==> config.mk <==
export PLATFORM = sky130hd
export DESIGN_NAME = fetch_decode_buffer
export DESIGN_NICKNAME = d
export VERILOG_FILES = /design/src/rtl/fetch_decode_buffer.sv
export SDC_FILE = /design/constraint.sdc
export NUM_CORES = 1
export LEC_CHECK = 0
export ABC_AREA = 0
export ABC_CLOCK_PERIOD_IN_PS = 2830
export CAP_MARGIN = 40
export CORE_UTILIZATION = 45
export DETAILED_ROUTE_END_ITERATION = 10
export PLACE_DENSITY_LB_ADDON = 0.12
export RECOVER_POWER = 100
export SKIP_CTS_REPAIR_TIMING = 1
export SLEW_MARGIN = 5
export SYNTH_ARGS = -nofsm -noshare
export SYNTH_HDL_FRONTEND = slang
export SYNTH_SLANG_ARGS = --single-unit
==> constraint.sdc <==
create_clock -name clk -period 2.83 [get_ports clk]
set_input_delay 0.566 -clock clk [delete_from_list [all_inputs] [get_ports clk]]
set_output_delay 0.566 -clock clk [all_outputs]
set_load 0.005 [all_outputs]
==> src/rtl/fetch_decode_buffer.sv <==
// Two-entry skid buffer between fetch and decode, with PC range checking.
// Optional performance counters are enabled with FETCH_DECODE_BUFFER_PERF_EN.
module fetch_decode_buffer #(
    parameter logic [31:0] NOP_WORD = {6'b111111, 26'b0},
    parameter int unsigned PC_LIMIT = 2048
) (
    input  logic        clk,
    input  logic        rst,
    input  logic        in_valid,
    output logic        in_ready,
    input  logic [31:0] in_instrn,
    input  logic [31:0] in_pc,
    output logic        out_valid,
    input  logic        out_ready,
    output logic [31:0] out_instrn,
    output logic [31:0] out_pc,
    input  logic        flush,
`ifdef FETCH_DECODE_BUFFER_PERF_EN
    output logic [15:0] stall_cnt,
    output logic [15:0] flush_cnt,
`endif
    output logic        pc_err
);

    typedef enum logic [1:0] {
        ST_EMPTY = 2'd0,
        ST_HALF  = 2'd1,
        ST_FULL  = 2'd2
    } state_e;

    state_e      state_q, state_d;
    logic [31:0] head_instrn_q, head_instrn_d;
    logic [31:0] head_pc_q, head_pc_d;
    logic [31:0] tail_instrn_q, tail_instrn_d;
    logic [31:0] tail_pc_q, tail_pc_d;
    logic        pc_err_q, pc_err_d;

    logic push;
    logic pop;
    logic pc_bad;
    logic store;

    // Handshake uses registered state only, so in_ready never depends on out_ready.
    assign push   = in_valid && (state_q != ST_FULL) && !flush;
    assign pop    = (state_q != ST_EMPTY) && out_ready && !flush;
    assign pc_bad = (in_pc >= PC_LIMIT);
    assign store  = push && !pc_bad;

    always_ff @(posedge clk) begin
        if (rst) begin
            state_q <= ST_EMPTY;
        end else begin
            state_q <= state_d;
        end
    end

    always_comb begin
        state_d = state_q;
        if (flush) begin
            state_d = ST_EMPTY;
        end else begin
            case (state_q)
                ST_EMPTY: if (store) state_d = ST_HALF;
                ST_HALF: begin
                    if (store && !pop)      state_d = ST_FULL;
                    else if (!store && pop) state_d = ST_EMPTY;
                end
                ST_FULL:  if (pop) state_d = ST_HALF;
                default:  state_d = ST_EMPTY;
            endcase
        end
    end

    always_comb begin
        in_ready   = (state_q != ST_FULL);
        out_valid  = (state_q != ST_EMPTY);
        out_instrn = head_instrn_q;
        out_pc     = head_pc_q;
        pc_err     = pc_err_q;
    end

    // Head is parked at NOP_WORD/0 whenever empty so outputs come straight from flops.
    always_comb begin
        head_instrn_d = head_instrn_q;
        head_pc_d     = head_pc_q;
        tail_instrn_d = tail_instrn_q;
        tail_pc_d     = tail_pc_q;
        pc_err_d      = pc_err_q || (push && pc_bad);
        if (flush) begin
            head_instrn_d = NOP_WORD;
            head_pc_d     = 32'd0;
        end else begin
            case (state_q)
                ST_EMPTY: begin
                    if (store) begin
                        head_instrn_d = in_instrn;
                        head_pc_d     = in_pc;
                    end
                end
                ST_HALF: begin
                    if (store && pop) begin
                        head_instrn_d = in_instrn;
                        head_pc_d     = in_pc;
                    end else if (store) begin
                        tail_instrn_d = in_instrn;
                        tail_pc_d     = in_pc;
                    end else if (pop) begin
                        head_instrn_d = NOP_WORD;
                        head_pc_d     = 32'd0;
                    end
                end
                ST_FULL: begin
                    if (pop) begin
                        head_instrn_d = tail_instrn_q;
                        head_pc_d     = tail_pc_q;
                    end
                end
                default: begin
                    head_instrn_d = NOP_WORD;
                    head_pc_d     = 32'd0;
                end
            endcase
        end
    end

    always_ff @(posedge clk) begin
        if (rst) begin
            head_instrn_q <= NOP_WORD;
            head_pc_q     <= 32'd0;
            tail_instrn_q <= NOP_WORD;
            tail_pc_q     <= 32'd0;
            pc_err_q      <= 1'b0;
        end else begin
            head_instrn_q <= head_instrn_d;
            head_pc_q     <= head_pc_d;
            tail_instrn_q <= tail_instrn_d;
            tail_pc_q     <= tail_pc_d;
            pc_err_q      <= pc_err_d;
        end
    end

`ifdef FETCH_DECODE_BUFFER_PERF_EN
    logic [15:0] stall_cnt_q, stall_cnt_d;
    logic [15:0] flush_cnt_q, flush_cnt_d;

    always_comb begin
        stall_cnt_d = stall_cnt_q;
        flush_cnt_d = flush_cnt_q;
        if (in_valid && !in_ready && (stall_cnt_q != 16'hFFFF)) stall_cnt_d = stall_cnt_q + 16'd1;
        if (flush && (flush_cnt_q != 16'hFFFF))                 flush_cnt_d = flush_cnt_q + 16'd1;
    end

    always_ff @(posedge clk) begin
        if (rst) begin
            stall_cnt_q <= 16'd0;
            flush_cnt_q <= 16'd0;
        end else begin
            stall_cnt_q <= stall_cnt_d;
            flush_cnt_q <= flush_cnt_d;
        end
    end

    assign stall_cnt = stall_cnt_q;
    assign flush_cnt = flush_cnt_q;
`endif

endmodule

==> results.sh <==
export IMPL_critPathKind="in2reg"
export IMPL_cts_tree="built"
export IMPL_placed_area_mm2=0.00730
export IMPL_ys_seq_elements=131
export IMPL_cts_sinks=131
export IMPL_num_vias=5002
export IMPL_drv_slew=0
export IMPL_fin_crit_ps=2710
export IMPL_clock_latency_ps=410
export IMPL_yosysSeqAreaShare_pct=47.3
export IMPL_hpwl_um=9710
export IMPL_critPathArrivalTime_ps=3000
export IMPL_layout_setup_ws_ps=123
export IMPL_grt_ovfl_total=0
export IMPL_async_flop_share_pct=0
export IMPL_reg2reg_slack_ps=310
export IMPL_vias_per_cell=5.63
export IMPL_fmaxAchievable_ghz=0.369
export IMPL_synth_nets=655
export IMPL_p_per_area_mw_per_mm2=519
export IMPL_cts_root_buf="clkbuf_16"
export IMPL_cp_data_required_time_ps=3120
export IMPL_multi_input_area_mm2=0.00266
export IMPL_drc_errors=0
export IMPL_setup_violations=0
export IMPL_wirelength_um=15700
export IMPL_ir_worst_vdd_v=0.000290
export IMPL_hold_start="pc_err"
export IMPL_core_mm2=0.0120
export IMPL_yosys_warnings=0
export IMPL_port_buffers=135
export IMPL_ys_flop_type="dfxtp_1"
export IMPL_fin_skew_ps=6.19
export IMPL_track_usage_pct=25.2
export IMPL_path_clk_slew_ps=50
export IMPL_die_w_um=113
export IMPL_rsz0062_at_grt="no"
export IMPL_r2r_end="tail_instrn_q[13]"
export IMPL_antenna_found_initial=0
export IMPL_finalCritPeriodShare_pct=95.7
export IMPL_fp_row_count=40
export IMPL_ys_types=38
export IMPL_hold_path_depth=2
export IMPL_htreeDepth=4
export IMPL_syn_avg_cell_area_um2=9.51
export IMPL_dp_slack_ps=-291
export IMPL_clk_path_buf_depth=2
export IMPL_hold_viol=0
export IMPL_endpoint_kind="flip-flop"
export IMPL_start_util_pct=46.2
export IMPL_final_util_pct=66.4
export IMPL_n_fill_cell=1003
export IMPL_cellLeakagePower_nw=3.05
export IMPL_drv_cap=0
export IMPL_routedWlPerCell_um=17.7
export IMPL_worst_slew_pin_slew_ps=707
export IMPL_grt_pass1_vias=5101
export IMPL_drtAntennaViolNets=0
export IMPL_hold_path_class="reg2reg"
export IMPL_die_area_mm2=0.0128
export IMPL_hold_end="pc_err"
export IMPL_grt_max_degree=61
export IMPL_drt_first_pass_iters=5
export IMPL_drive_above_1_share_pct=19.9
export IMPL_num_io_pins=136
export IMPL_antenna_cells=0
export IMPL_fp_dieH_um=113
export IMPL_rr_startpoint="state_q[1]"
export IMPL_status="finished clean"
export IMPL_place_congestion=0.834
export IMPL_worstPathMaxFanout=15
export IMPL_seq_area_mm2=0.00262
export IMPL_syn2layout_area_growth_pct=43.7
export IMPL_cts_buffers_inserted=17
export IMPL_slew_headroom_pct=52.9
export IMPL_synthCells=583
export IMPL_ff2ff_path_depth=11
export IMPL_synth_edf_count=0
export IMPL_nets=803
export IMPL_drt_initial_drc_count=320
export IMPL_grt_pass1_wl_um=25200
export IMPL_finalInstanceArea_mm2=0.00797
export IMPL_synthesis_area_mm2=0.00555
export IMPL_worst_setup_path_start_kind="input pin"
layout make-up:
class	instances	share of cell area, %
repair buffers	185	24.1
well taps	147	2.31
flip-flops and latches	131	32.9
clock inverters	4	0.596
multi-input cells	389	33.3
clock buffers	26	6.39
inverters	7	0.361
cells in the mapped netlist, drive strengths merged, types with 2 or more instances:
cell / instances / area (um2)
nor2: 7 / 28.8
clkbuf: 32 / 120
and2: 21 / 131
ha: 3 / 37.5
a31oi: 5 / 31.3
buf: 24 / 164
nand2: 95 / 357
nor3: 2 / 10.0
dfxtp: 131 / 2620
inv: 7 / 28.8
a21oi: 99 / 495
nand2b: 3 / 18.8
a22oi: 58 / 435
o22a: 6 / 52.6
nand3b: 7 / 65.1
nor2b: 3 / 18.8
a211oi: 58 / 711
o21ai: 6 / 30.0
nor4: 5 / 76.3
or2: 2 / 12.5
kinds of logic after synthesis:
logic type / count (synthesis) / synth area share (%)
AO/OA/AOI/OAI: 239 / 32.9
AND/OR/NAND/NOR: 147 / 13.5
flip-flops: 131 / 47.3
buffers and inverters: 63 / 5.64
adder cells (fa/ha/maj): 3 / 0.677
through the flow:
stage / setup TNS, ps / total power [W] / std cells / hold WS [ps]
2_1_floorplan: 0 / 0.00197 / 583 / 430
3_3_place_gp: -21280 / 0.00212 / 856 / 438
3_5_place_dp: -23700 / 0.00212 / 856 / 443
4_1_cts: 0 / 0.00417 / 886 / 452
5_1_grt: 0 / 0.00428 / 889 / 472
6_report: 0 / 0.00414 / 889 / 443
sequential cells by signal (all words and copies together), names as in the netlist:
signal	count
out_instrn	32
out_pc	32
pc_err	1
state_q	2
tail_instrn_q	32
tail_pc_q	32
how the worst max path moves through the flow:
| stage | start | end | slack [ps] | depth (start not counted) |
|---|---|---|---|---|
| 2_1_floorplan | in_pc[26] | out_pc[10] | 70 | 11 |
| 3_3_place_gp | in_pc[31] | out_instrn[9] | -240 | 11 |
| 3_5_place_dp | in_pc[23] | out_instrn[12] | -290 | 11 |
| 4_1_cts | in_pc[31] | out_instrn[14] | 90 | 11 |
| 5_1_grt | in_pc[13] | out_pc[15] | 2 | 11 |
| 6_report | in_pc[13] | out_pc[22] | 120 | 11 |
metal layers:
layer,wire (um),track usage (%)
met5,0,0
met4,194,9.30
met3,882,6.70
met2,7820,43.4
met1,6810,30.1
report_power, final:
group          total (W)  switching [W]  internal (W)
clock            0.00205       0.000737       0.00131
sequential       0.00185    0.000000376       0.00185
combinational   0.000240       0.000105      0.000134
total            0.00414       0.000843       0.00329
placed cells by master (no fill, tap or decap), types with 2 or more instances in the layout:
master,netlist,routed
a21oi_1,99,98
a211oi_1,3,3
dfxtp_1,131,131
dlygate4sd3_1,0,66
clkbuf_16,0,20
buf_8,0,2
nor4_1,2,2
ha_1,3,3
clkdlybuf4s50_1,0,68
clkbuf_1,32,4
nor2_4,0,2
nand2b_1,3,3
o22a_1,6,6
a31oi_1,5,5
nor2b_1,3,2
nor4_4,3,3
clkinv_2,0,2
inv_1,6,6
a211oi_2,55,55
buf_6,7,2
nand3b_1,6,6
a22oi_1,58,58
nor2_1,6,5
and2_1,21,21
buf_12,0,10
o21ai_0,5,5
nand2_1,95,95
buf_4,1,33
clkbuf_8,0,5
worst max-delay path: stages:
cell             delay (ps)
clkdlybuf4s50_1         480
nor4_4                  370
nand4_4                 170
nor3_4                  240
ha_1                    190
inv_1                    50
a21oi_2                 160
o21ai_1                 130
nor2_4                  280
clkbuf_16               270
a211oi_2                 80
Power figures use the tool's default switching activity.
